===== config.mk =====
export PLATFORM = sky130hd
export DESIGN_NAME = alarm_hub
export DESIGN_NICKNAME = d
export VERILOG_FILES = /design/src/rtl/alarm_pkg.sv /design/src/rtl/alarm_debounce.sv /design/src/rtl/alarm_hub.sv
export SDC_FILE = /design/constraint.sdc
export NUM_CORES = 1
export LEC_CHECK = 0
export ABC_CLOCK_PERIOD_IN_PS = 3300
export CAP_MARGIN = 25
export CORE_UTILIZATION = 27
export CTS_CLUSTER_SIZE = 8
export DETAILED_ROUTE_END_ITERATION = 7
export PLACE_DENSITY = 0.56
export SLEW_MARGIN = 25
export SYNTH_ARGS = -nofsm -noshare
export SYNTH_HDL_FRONTEND = slang
export SYNTH_SLANG_ARGS = --single-unit

===== constraint.sdc =====
create_clock -name clk -period 3.3 [get_ports clk]
set_input_delay 0.66 -clock clk [delete_from_list [all_inputs] [get_ports clk]]
set_output_delay 0.66 -clock clk [all_outputs]
set_load 0.02 [all_outputs]

===== src/rtl/alarm_pkg.sv =====
// alarm_pkg: shared definitions for the alarm hub.
// Provides the 2-bit FSM state type, its encodings and a width helper
// used to size counters and the active-channel index (never below 1 bit).
package alarm_pkg;

  localparam int unsigned STATE_W = 2;

  typedef logic [STATE_W-1:0] state_t;

  localparam state_t S_DISARMED = 2'd0;
  localparam state_t S_ARMED    = 2'd1;
  localparam state_t S_ENTRY    = 2'd2;
  localparam state_t S_ALARM    = 2'd3;

  // ceil(log2(n)) clamped to a minimum of one bit
  function automatic int unsigned width_of(input int unsigned n);
    return (n > 1) ? $clog2(n) : 1;
  endfunction

endpackage


===== src/rtl/alarm_debounce.sv =====
// alarm_debounce: one sensor channel front end.
// Ports:
//   clk  - system clock, rising edge
//   rst  - asynchronous active-high reset
//   in   - raw asynchronous sensor level
//   db   - debounced level (registered)
//   rise - one-cycle pulse while db has just gone high
// A 2-flop synchroniser feeds a saturating run-length counter. db is set once
// DEBOUNCE consecutive high samples have been seen and drops on the first low.
module alarm_debounce
  import alarm_pkg::*;
#(
  parameter int unsigned DEBOUNCE = 3
) (
  input  logic clk,
  input  logic rst,
  input  logic in,
  output logic db,
  output logic rise
);

  localparam int unsigned CW = width_of(DEBOUNCE + 1);

  logic          s1_q, s2_q;
  logic          db_q, db_prev_q;
  logic [CW-1:0] cnt_q, cnt_d;

  always_comb begin
    cnt_d = '0;
    if (s2_q) begin
      cnt_d = (cnt_q == CW'(DEBOUNCE)) ? cnt_q : cnt_q + 1'b1;
    end
  end

  always_ff @(posedge clk or posedge rst) begin
    if (rst) begin
      s1_q      <= 1'b0;
      s2_q      <= 1'b0;
      cnt_q     <= '0;
      db_q      <= 1'b0;
      db_prev_q <= 1'b0;
    end else begin
      s1_q      <= in;
      s2_q      <= s1_q;
      cnt_q     <= cnt_d;
      db_q      <= (cnt_d == CW'(DEBOUNCE));
      db_prev_q <= db_q;
    end
  end

  assign db   = db_q;
  assign rise = db_q & ~db_prev_q;

endmodule


===== src/rtl/alarm_hub.sv =====
// alarm_hub: multi-channel home-alarm controller.
// Ports:
//   clk       - system clock, rising edge
//   rst       - asynchronous active-high reset
//   sensor    - raw asynchronous sensor levels, 1 = event
//   armed     - arm request level
//   ack       - single-cycle operator acknowledge
//   alarm     - siren drive, high in ALARM
//   latched   - per-channel sticky event flags
//   active_ch - lowest-index set bit of latched, 0 when none
//   state     - FSM state (DISARMED/ARMED/ENTRY/ALARM)
module alarm_hub
  import alarm_pkg::*;
#(
  parameter int unsigned     N_CH         = 4,
  parameter int unsigned     DEBOUNCE     = 3,
  parameter int unsigned     ENTRY_DELAY  = 8,
  parameter logic [N_CH-1:0] ALWAYS_MASK  = N_CH'('b0001),
  parameter logic [N_CH-1:0] DELAYED_MASK = N_CH'('b0100),
  localparam int unsigned    AW           = width_of(N_CH)
) (
  input  logic               clk,
  input  logic               rst,
  input  logic [N_CH-1:0]    sensor,
  input  logic               armed,
  input  logic               ack,
  output logic               alarm,
  output logic [N_CH-1:0]    latched,
  output logic [AW-1:0]      active_ch,
  output logic [STATE_W-1:0] state
);

  localparam int unsigned EW = width_of(ENTRY_DELAY);
  // A 24-hour channel is never treated as delayed.
  localparam logic [N_CH-1:0] DEL_EFF = DELAYED_MASK & ~ALWAYS_MASK;

  logic [N_CH-1:0] db_vec, rise_vec;

  for (genvar g = 0; g < N_CH; g++) begin : g_ch
    alarm_debounce #(
      .DEBOUNCE(DEBOUNCE)
    ) u_db (
      .clk (clk),
      .rst (rst),
      .in  (sensor[g]),
      .db  (db_vec[g]),
      .rise(rise_vec[g])
    );
  end

  state_t          state_q, state_d;
  logic [N_CH-1:0] latched_q, latched_d;
  logic [EW-1:0]   entry_q, entry_d;

  logic            ev_always, ev_nondel, ev_del;
  logic [N_CH-1:0] set_vec, clr_vec;

  assign ev_always = |(rise_vec & ALWAYS_MASK);
  assign ev_nondel = |(rise_vec & ~DEL_EFF);
  assign ev_del    = |(rise_vec & DEL_EFF);

  // While disarmed only 24-hour channels may latch.
  assign set_vec = (state_q == S_DISARMED) ? (rise_vec & ALWAYS_MASK) : rise_vec;
  // Acknowledge releases only channels whose sensor has gone quiet.
  assign clr_vec = ((state_q == S_ALARM) && ack) ? ~db_vec : '0;

  always_ff @(posedge clk or posedge rst) begin
    if (rst) begin
      state_q   <= S_DISARMED;
      latched_q <= '0;
      entry_q   <= '0;
    end else begin
      state_q   <= state_d;
      latched_q <= latched_d;
      entry_q   <= entry_d;
    end
  end

  always_comb begin
    state_d   = state_q;
    latched_d = (latched_q & ~clr_vec) | set_vec;
    entry_d   = entry_q;
    case (state_q)
      S_DISARMED: begin
        if (ev_always) begin
          state_d = S_ALARM;
        end else if (armed) begin
          state_d = S_ARMED;
        end
      end
      S_ARMED: begin
        if (ev_nondel) begin
          state_d = S_ALARM;
        end else if (ev_del) begin
          state_d = S_ENTRY;
          entry_d = EW'(ENTRY_DELAY - 1);
        end else if (!armed) begin
          state_d = S_DISARMED;
        end
      end
      S_ENTRY: begin
        if (ev_nondel) begin
          state_d = S_ALARM;
        end else if (!armed) begin
          state_d   = S_DISARMED;
          latched_d = '0;
        end else if (entry_q == '0) begin
          state_d = S_ALARM;
        end else begin
          entry_d = entry_q - 1'b1;
        end
      end
      S_ALARM: begin
        // A coincident event keeps its flag set, which holds ALARM.
        if (ack && (latched_d == '0)) begin
          state_d = armed ? S_ARMED : S_DISARMED;
        end
      end
      default: state_d = S_DISARMED;
    endcase
  end

  always_comb begin
    alarm     = (state_q == S_ALARM);
    active_ch = '0;
    for (int i = N_CH - 1; i >= 0; i--) begin
      if (latched_q[i]) begin
        active_ch = AW'(i);
      end
    end
  end

  assign latched = latched_q;
  assign state   = state_q;

endmodule


---- Word-level counts from Yosys, hierarchy flattened ----
Index checks and enable logic that the tools add are counted.
cells by class
  bitwise operators ....................... 12
  add/sub/neg operators ................... 5
  reductions and logical operators ........ 9
  equal/unequal tests ..................... 20
  mux-type cells .......................... 34
operator list
  operator                                          number
  2-to-1 mux 2 bit                                  21
  == test 2 bit, second input constant              10
  2-to-1 mux 4 bit                                  5
  2-to-1 mux 3 bit                                  5
  != test 2 bit, second input constant              5
  adder 2 x 1 -> 2 bit, second input constant       4
  != test 4 bit, second input constant              2
  NOT 4 bit                                         2
  case mux 2 bit (4 select lines)                   1
  case mux 3 bit (2 select lines)                   1
  AND reduction 6 bit                               1
  bitwise AND 1 bit                                 4
  bitwise AND 4 bit                                 1
  zero test 4 bit                                   1
  NOT 1 bit                                         4
  OR 4 bit                                          1
  AND reduction 4 bit                               1
  zero test 3 bit                                   1
  != test 3 bit, second input constant              1
  OR reduction 3 bit                                1
  subtractor 3 x 1 -> 3 bit, second input constant  1
  == test 2 x 1 -> 1 bit, second input constant     1
  logical AND 1 bit                                 2
  zero test 2 bit                                   1
  3 further kinds                                   3
storage, ports and cells
  flip-flop bits (word level) ............. 33
  output and inout port bits .............. 9
  input port bits ......................... 8

---- Depth between registers and ports, before layout ----
Gate-level depths: netlist (run 1).
  word-level depth ........................ 10
  depth in mapped cells ................... 7
  gate-level depth less buffers ........... 7

---- Hierarchy ----
From an unflattened synthesis (run 1), not the netlist that was laid out.
unflattened totals
  cells, all modules ...................... 115
  area, all modules ....................... 1383.8 um^2
by module, submodules not included
  module          cells each  area an instance (um^2)  times used
  alarm_debounce  12          186.4                    4
  alarm_hub       67          638.1                    1

---- Worst setup path after synthesis (run 1) ----
Ideal clock, no wire load.
  kind .................................... register to output
  start point ............................. register latched_q[3] (netlist: latched[3])
  end point ............................... output active_ch[1]
  path buffers ............................ 0
  setup slack ............................. 1.621 ns
  cell stages (with the launch flop) ...... 3
  arrival time ............................ 1.019 ns
  cell sequence ........................... dfrtp_1 nor2_1 nor3_1
between the ends
  longest elaborated chain between the ends .. 4
RTL lines
  element                        RTL line          text
  start: declaration             alarm_hub.sv:52   logic [N_CH-1:0] latched_q, latched_d;
  start signal: assignment       alarm_hub.sv:74   latched_q <= latched_d;
  2-to-1 mux 2 bit (4 in a row)  alarm_hub.sv:127  if (latched_q[i]) begin
  end: declaration               alarm_hub.sv:29   output logic [AW-1:0] active_ch,
Every way passes these cells.

---- Final worst setup path (run 1) ----
  start point ............................. register state_q[1] (netlist: state[1])
  end point ............................... output alarm
between the ends
  longest elaborated chain between the ends .. 1
RTL lines
  element                   RTL line          text
  start: declaration        alarm_hub.sv:51   state_t state_q, state_d;
  start signal: assignment  alarm_hub.sv:73   state_q <= state_d;
  == test 2 bit             alarm_hub.sv:124  alarm = (state_q == S_ALARM);
  end: declaration          alarm_hub.sv:27   output logic alarm,
Every way passes these cells.

==> PnR_summary.wiki, run 1 <==
{| class="wikitable"
! Metric !! Value
|-
| PnR worst setup slack || roughly 1.0 ns
|-
| Number of synthesized register bits || 33
|-
| Post-synth cell types || 32
|-
| Count of synthesis-stage warnings from yosys || 0
|-
| Initial core utilization || around 28%
|-
| Worst Path Class, Setup || reg -> out
|-
| Antenna violations before repair || 0
|-
| Routed vias/inst || 4.17
|-
| Ant. Diodes || 0
|-
| Clock power frac || 26.9%
|-
| Syn Nets || roughly 120
|-
| Data required, critical path || around 2.6 ns
|-
| Largest cells by area after synthesis || sky130_fd_sc_hd__dfrtp_1, sky130_fd_sc_hd__inv_1, sky130_fd_sc_hd__nor2_1
|-
| Clock net sink count || 33
|-
| Number of nets at the end of the flow || between 100 and 150
|-
| Max Clock Freq || 0.444 GHz
|-
| Largest voltage drop on the vdd net || ~0.28 mV
|-
| Quantity of hold-fixing buffers added after cts || 0
|-
| Number of hold-slack violations in the final timing report || 0
|-
| Setup Viol. Count Final || 0
|-
| Starting DRT DRC Count || 59
|-
| Library cell with the largest summed area after synthesis || sky130_fd_sc_hd__dfrtp_1
|-
| Count of flip-flops with a built-in enable after synthesis || 0
|-
| Pin count of the biggest net entering global routing || 34
|-
| Total power per unit cell area || 792 nW/µm²
|-
| Fill cell total of the finished layout || slightly below 500
|-
| Synthesized area divided by synthesized cell count || approximately 12 µm²
|-
| Crit path arrival time || 1.59 ns
|-
| Area enclosed by the die boundary || 5250 µm²
|-
| Int Power || between 800 and 900 µW
|-
| Final Cycle Share || 68.3%
|-
| Die height || between 70 and 80 µm
|-
| Max capacitance violation total || 0
|-
| I/O pin count || 17
|-
| Proportion of synthesized flip-flops having asynchronous set or reset || 100%
|-
| Clk Tree Root Cell || sky130_fd_sc_hd__clkbuf_8
|-
| Total length of routed wires || around 2200 µm
|-
| Post-DP Area || between 1500 and 2000 µm²
|-
| Post-route antenna net violation count || 0
|-
| Wire per inst || roughly 11 µm
|-
| Worst Max-Slew Pin Slew || 0.477 ns
|-
| Startpoint type of the worst setup path || flop
|-
| DRC violations left || 0
|-
| Post-Route Setup TNS || 0 ns
|-
| Routability congestion estimate from global placement || 0.822
|-
| Syn-to-layout area delta || 26.5%
|-
| CTS tree || built
|-
| Dominant synthesized flop cell || sky130_fd_sc_hd__dfrtp_1
|-
| CP max FO || 9
|-
| Floorplan core area || about 4800 µm²
|-
| Die Span X || just over 70 µm
|-
| Post-synthesis sequential area ratio || 61.6%
|-
| PostCTS Resize Cnt || 0
|-
| Unrepaired setup endpoints after global routing || no
|-
| DP HPWL || roughly 1500 µm
|-
| Leakage power summed over all cells || between 0.7 and 0.8 nW
|-
| Sw frac || approximately 33%
|-
| Skew final || approximately 0.0026 ns
|-
| Status || completed
|-
| Top-area cell type share of the netlist area || between 60% and 70%
|-
| Max_slew headroom || 68.2%
|-
| H-Tree Depth || 2
|-
| Overall via count from detail_route || 855
|-
| Psw || between 400 and 500 µW
|-
| Non-Filler Cell Area, Final || between 1500 and 2000 µm²
|-
| Post-Route Hold Slack || roughly 0.35 ns
|-
| Global Route Usage Sum || 9.78%
|-
| First-pass DRT Iterations || 4
|-
| Clock Path Buffers || 2
|-
| Path class of the lowest-slack min-delay path || reg -> reg
|-
| Combined area of all synthesized cells || around 1300 µm²
|-
| Number of buffers created by CTS || 5
|-
| Number of buffer cells added on primary ports || 16
|-
| Combinational share of power || about a third
|-
| Total overflow reported by the global router || 0
|-
| Clock-pin slew on the worst setup and hold paths || 0.07 ns
|-
| Post-Place Worst Slack || ~1.3 ns
|-
| Synth top cells by count || sky130_fd_sc_hd__dfrtp_1, sky130_fd_sc_hd__inv_1, sky130_fd_sc_hd__nor2_1, sky130_fd_sc_hd__a21oi_1, sky130_fd_sc_hd__o21ai_0
|-
| Clk_lat worst skew || approximately 0.28 ns
|-
| Number of global-route vias before repair || 855
|-
| Post CTS Setup Buffer Count || 0
|-
| Wire length of the first global-routing pass || 3880 µm
|-
| Relative contribution of sequential cells to total power || 41.6%
|-
| Most frequently used cell type in the post-synthesis netlist || sky130_fd_sc_hd__dfrtp_1
|-
| Sort of element at the end of the critical path || output pin
|-
| Total chip power || ~1.3 mW
|-
| Number of core rows || 25
|-
| Fraction of layout cells with a size suffix above 1 || roughly 14%
|-
| Count of mapped cells out of synthesis || around 110
|-
| Final Critical Period || 2.25 ns
|-
| Max Slew Vio Count || 0
|}
cell type report:
type,count,area (µm²),area share (%)
repair buffers,17,168,9.89
well taps,67,83.8,4.94
flip-flops and latches,33,826,48.7
multi-input cells,68,465,27.5
inverters,13,48.8,2.88
clock inverters,2,35.0,2.07
clock buffers,5,68.8,4.06
critical path, stage by stage, from the launching register on:
cell                              delay [ns]
sky130_fd_sc_hd__dfrtp_1                0.53
sky130_fd_sc_hd__nand2_1                0.12
sky130_fd_sc_hd__inv_1                  0.07
sky130_fd_sc_hd__clkdlybuf4s50_1        0.59
registers in the layout, indices dropped and copies added, names as in the netlist:
name and flops:
latched 4, g_ch.u_db.cnt_q 8, g_ch.u_db.db_prev_q 4, g_ch.u_db.s1_q 4
state 2, entry_q 3, g_ch.u_db.db 4, g_ch.u_db.s2_q 4
routing by layer:
layer  up-vias  track usage [%]  wire, µm
met4         0             3.92        28
met3         4             3.75       109
met1       400             12.4      1070
met2        24             15.0       961
met5         -                0         0
li1        427                -         -
cells by family (layout without fill, tap and decap cells):
| family | count (synthesis) | in the layout | synth area share, % |
|---|---|---|---|
| flip-flops | 33 | 33 | 61.6 |
| AND/OR/NAND/NOR | 34 | 34 | 14.5 |
| buffers and inverters | 13 | 37 | 3.64 |
| AO/OA/AOI/OAI | 31 | 31 | 17.3 |
| adder cells (fa/ha/maj) | 2 | 2 | 1.87 |
| multiplexers | 1 | 1 | 1.12 |
cells in the final DEF, fill, tap and decap left out, types with 2 or more instances in the layout:
| master | synthesis | routed |
|---|---|---|
| sky130_fd_sc_hd__clkdlybuf4s50_1 | 0 | 16 |
| sky130_fd_sc_hd__nand3_1 | 2 | 2 |
| sky130_fd_sc_hd__nor2_1 | 11 | 11 |
| sky130_fd_sc_hd__and2_1 | 5 | 5 |
| sky130_fd_sc_hd__o21ai_0 | 6 | 6 |
| sky130_fd_sc_hd__nand2_1 | 5 | 5 |
| sky130_fd_sc_hd__a21oi_1 | 6 | 6 |
| sky130_fd_sc_hd__a21boi_0 | 4 | 4 |
| sky130_fd_sc_hd__o21a_1 | 5 | 5 |
| sky130_fd_sc_hd__a21o_1 | 2 | 2 |
| sky130_fd_sc_hd__inv_1 | 12 | 12 |
| sky130_fd_sc_hd__nand2b_1 | 2 | 2 |
| sky130_fd_sc_hd__dfrtp_1 | 33 | 33 |
| sky130_fd_sc_hd__clkbuf_8 | 0 | 5 |
| sky130_fd_sc_hd__ha_1 | 2 | 2 |
through the flow:
| step | instances | utilization [%] |
|---|---|---|
| global placement | 198 | 33.5 |
| global route | 205 | 35.7 |
| detailed placement | 198 | 33.5 |
| floorplan | 114 | - |
| CTS | 205 | 35.7 |
| finish | 205 | 35.7 |
power by group through the flow:
| stage | clock network (mW) | registers, mW | logic, mW |
|---|---|---|---|
| after floorplan | 0 | 0.587 | 0.224 |
| after global placement | 0 | 0.563 | 0.420 |
| after detailed placement | 0 | 0.567 | 0.424 |
| after CTS | 0.372 | 0.560 | 0.427 |
| after global routing | 0.389 | 0.572 | 0.461 |
| final | 0.362 | 0.559 | 0.423 |
worst paths after layout:
path / from / to / slack, ns / cells past startpoint
min in group asynchronous: rst / g_ch[2].u_db.s1_q$_DFF_PP0_ / 0.76 / 3
max reg2reg: state[0]$_DFFE_PP0P_ / latched[1]$_DFF_PP0_ / 1.82 / 3
max: state[1]$_DFFE_PP0P_ / alarm / 1.05 / 3
min reg2reg: g_ch[0].u_db.s1_q$_DFF_PP0_ / g_ch[0].u_db.s2_q$_DFF_PP0_ / 0.35 / 0
max in group asynchronous: rst / latched[1]$_DFF_PP0_ / 2.25 / 3
min: g_ch[0].u_db.s1_q$_DFF_PP0_ / g_ch[0].u_db.s2_q$_DFF_PP0_ / 0.35 / 0
No activity file was read; power rests on OpenSTA's default activity.
==> run 2: changes to the inputs <==
ABC_CLOCK_PERIOD_IN_PS = 1970   (was 3300)
PLACE_DENSITY = 0.57   (was 0.56)
clock period = 1.97 ns   (was 3.3 ns; I/O delays follow)
==> PnR_summary.wiki, run 2 (synthesized netlist as in run 1, its figures left out) <==
{| class="wikitable"
! Metric !! Value
|-
| Leakage power summed over all cells || about 0.77 nW
|-
| DP HPWL || roughly 1600 µm
|-
| Total length of routed wires || 2220 µm
|-
| Number of cells on the worst reg-to-reg path || 6
|-
| Max_slew headroom || between 70% and 80%
|-
| Clk Tree Root Cell || sky130_fd_sc_hd__clkbuf_8
|-
| Flip-flop count of the largest register, all copies and words added || 8
|-
| Area enclosed by the die boundary || about 5200 µm²
|-
| Ant. Diodes || 0
|-
| Number of global-route vias before repair || approximately 900
|-
| DRC violations left || 0
|-
| Starting DRT DRC Count || 56
|-
| Die height || ~72 µm
|-
| Post-Route Setup TNS || 0 ns
|-
| Number of cells on the worst hold path || 0
|-
| Sort of element at the end of the critical path || output pin
|-
| Met1 layer usage reported by global route || 12.2%
|-
| Worst Max-Slew Pin Slew || between 0.4 and 0.5 ns
|-
| Number of core rows || 25
|-
| Total power per unit cell area || around 1300 nW/µm²
|-
| Startpoint type of the worst setup path || flop
|-
| Clock net sink count || 33
|-
| Most common cell after layout, fill and taps aside || sky130_fd_sc_hd__dfrtp_1
|-
| Met2 Track Usage GR || approximately 16%
|-
| Post-route antenna net violation count || 0
|-
| Routability congestion estimate from global placement || about 0.84
|-
| H-Tree Depth || 2
|-
| Number of buffer cells added on primary ports || 16
|-
| Clock-pin slew on the worst setup and hold paths || ~0.070 ns
|-
| Pin count of the biggest net entering global routing || 34
|-
| Commonest cells after routing, fill and taps aside || sky130_fd_sc_hd__dfrtp_1, sky130_fd_sc_hd__clkdlybuf4s50_1, sky130_fd_sc_hd__inv_1
|-
| Max Clock Freq || approximately 0.54 GHz
|-
| Initial core utilization || around 28%
|-
| Hold wc startpoint || g_ch[3].u_db.s1_q$_DFF_PP0_
|-
| Critical path cell sequence || nand2_1 -> inv_1 -> clkdlybuf4s50_1
|-
| Unrepaired setup endpoints after global routing || no
|-
| Max capacitance violation total || 0
|-
| Number of buffers created by CTS || 5
|-
| Setup Viol. Count Final || 0
|-
| I/O pin count || 17
|-
| Total overflow reported by the global router || 0
|-
| GR peak layer || met2
|-
| Worst Path Class, Setup || reg -> out
|-
| Floorplan core area || 4750 µm²
|-
| Largest voltage drop on the vdd net || ~0.4 mV
|-
| First-pass DRT Iterations || 4
|-
| Max Slew Vio Count || 0
|-
| Hold path endpoint || g_ch[3].u_db.s2_q$_DFF_PP0_
|-
| Wire per inst || 10.7 µm
|-
| Final Cycle Share || 94.6%
|-
| Path class of the lowest-slack min-delay path || reg -> reg
|-
| Crit path arrival time || roughly 1.5 ns
|-
| Data required, critical path || around 1.6 ns
|-
| Count of non-filler cells in the finished layout || roughly 210
|-
| Slowest cell on the critical path || sky130_fd_sc_hd__clkdlybuf4s50_1
|-
| Global Route met3 Usage || about 3.3%
|-
| Final Critical Period || about 1.9 ns
|-
| Die Span X || around 72 µm
|-
| Global Route Usage Sum || between 10% and 20%
|-
| Clk_lat worst skew || about 0.28 ns
|-
| CP max FO || 9
|-
| Dpl cells || around 200
|-
| Critical path's largest stage delay || roughly 0.59 ns
|-
| Skew final || 0.00221 ns
|-
| Reg2reg end || entry_q[2]$_DFFE_PP0P_
|-
| Number of nets at the end of the flow || roughly 150
|-
| Routed vias/inst || between 4 and 5
|-
| CTS tree || built
|-
| Antenna violations before repair || 0
|-
| Fraction of layout cells with a size suffix above 1 || 15.7%
|-
| R2R Setup Slk || around 0.56 ns
|-
| Reg-to-reg startpoint || entry_q[0]$_DFFE_PP0P_
|-
| Most flops, register || g_ch.u_db.cnt_q
|-
| Number of hold-slack violations in the final timing report || 0
|-
| Syn-to-layout area delta || 25.8%
|-
| Clock Path Buffers || 2
|-
| Wire length of the first global-routing pass || just under 4000 µm
|-
| Status || completed
|-
| Overall via count from detail_route || a little under 900
|}
-- run 2: cell types whose count changed in the layout (fill, tap and decap cells not counted), sizes merged --
cell,delta
clkdlybuf4s50,-2
buf,+1
bufinv,-1
clkbuf,+1
clkinv,+1
dlygate4sd2,+1
dlymetal6s2s,+1
-- run 2: layout make-up --
cell class | count | area [µm²]
clock buffers | 6 | 72.6
clock inverters | 2 | 10.0
fillers | 495 | 3070
inverters | 13 | 48.8
multi-input cells | 68 | 465
flip-flops and latches | 33 | 828
well taps | 67 | 83.8
repair buffers | 18 | 176
-- run 2: how the worst max path moves through the flow --
stage | end | start
floorplan | active_ch[1] | latched[3]$_DFF_PP0_
global placement | entry_q[2]$_DFFE_PP0P_ | armed
detailed placement | entry_q[2]$_DFFE_PP0P_ | armed
CTS | alarm | state[1]$_DFFE_PP0P_
global route | alarm | state[1]$_DFFE_PP0P_
finish | alarm | state[1]$_DFFE_PP0P_
-- run 2: layer usage --
layer	share of wire [%]	wire, µm
met1	47	1040
met2	46	1030
met3	4.9	108
met4	2.3	50
met5	0	0
-- run 2: repair_timing --
action                     CTS  global route
setup endpoints to repair    1             2
buffers inserted             0             0
resized for setup            1             3
pin swaps                    0             0
hold buffers                 0             0
-- run 2: where the power goes --
part	internal, mW	switching, mW
registers	0.793	0.138
clock network	0.244	0.238
logic	0.343	0.358
-- run 2: stage by stage --
step                      util, %  instance area [µm²]  total power [mW]  setup WS [ns]  hold WS (ns)
after floorplan                 -                 1340              1.36          0.557         0.331
after global placement       33.6                 1600              1.65          0.251         0.331
after detailed placement     33.6                 1600              1.66          0.264         0.337
after CTS                    35.3                 1680              2.15        0.00380         0.353
after global routing         35.4                 1690              2.25         0.0534         0.361
final                        35.4                 1690              2.11          0.107         0.350
-- run 2: worst max-delay path: cells and delay by family (launching register included) --
kind,cells,cell delay [ns]
buffers and inverters,2,0.65
and+or+nand+nor,1,0.10
DFF,1,0.44
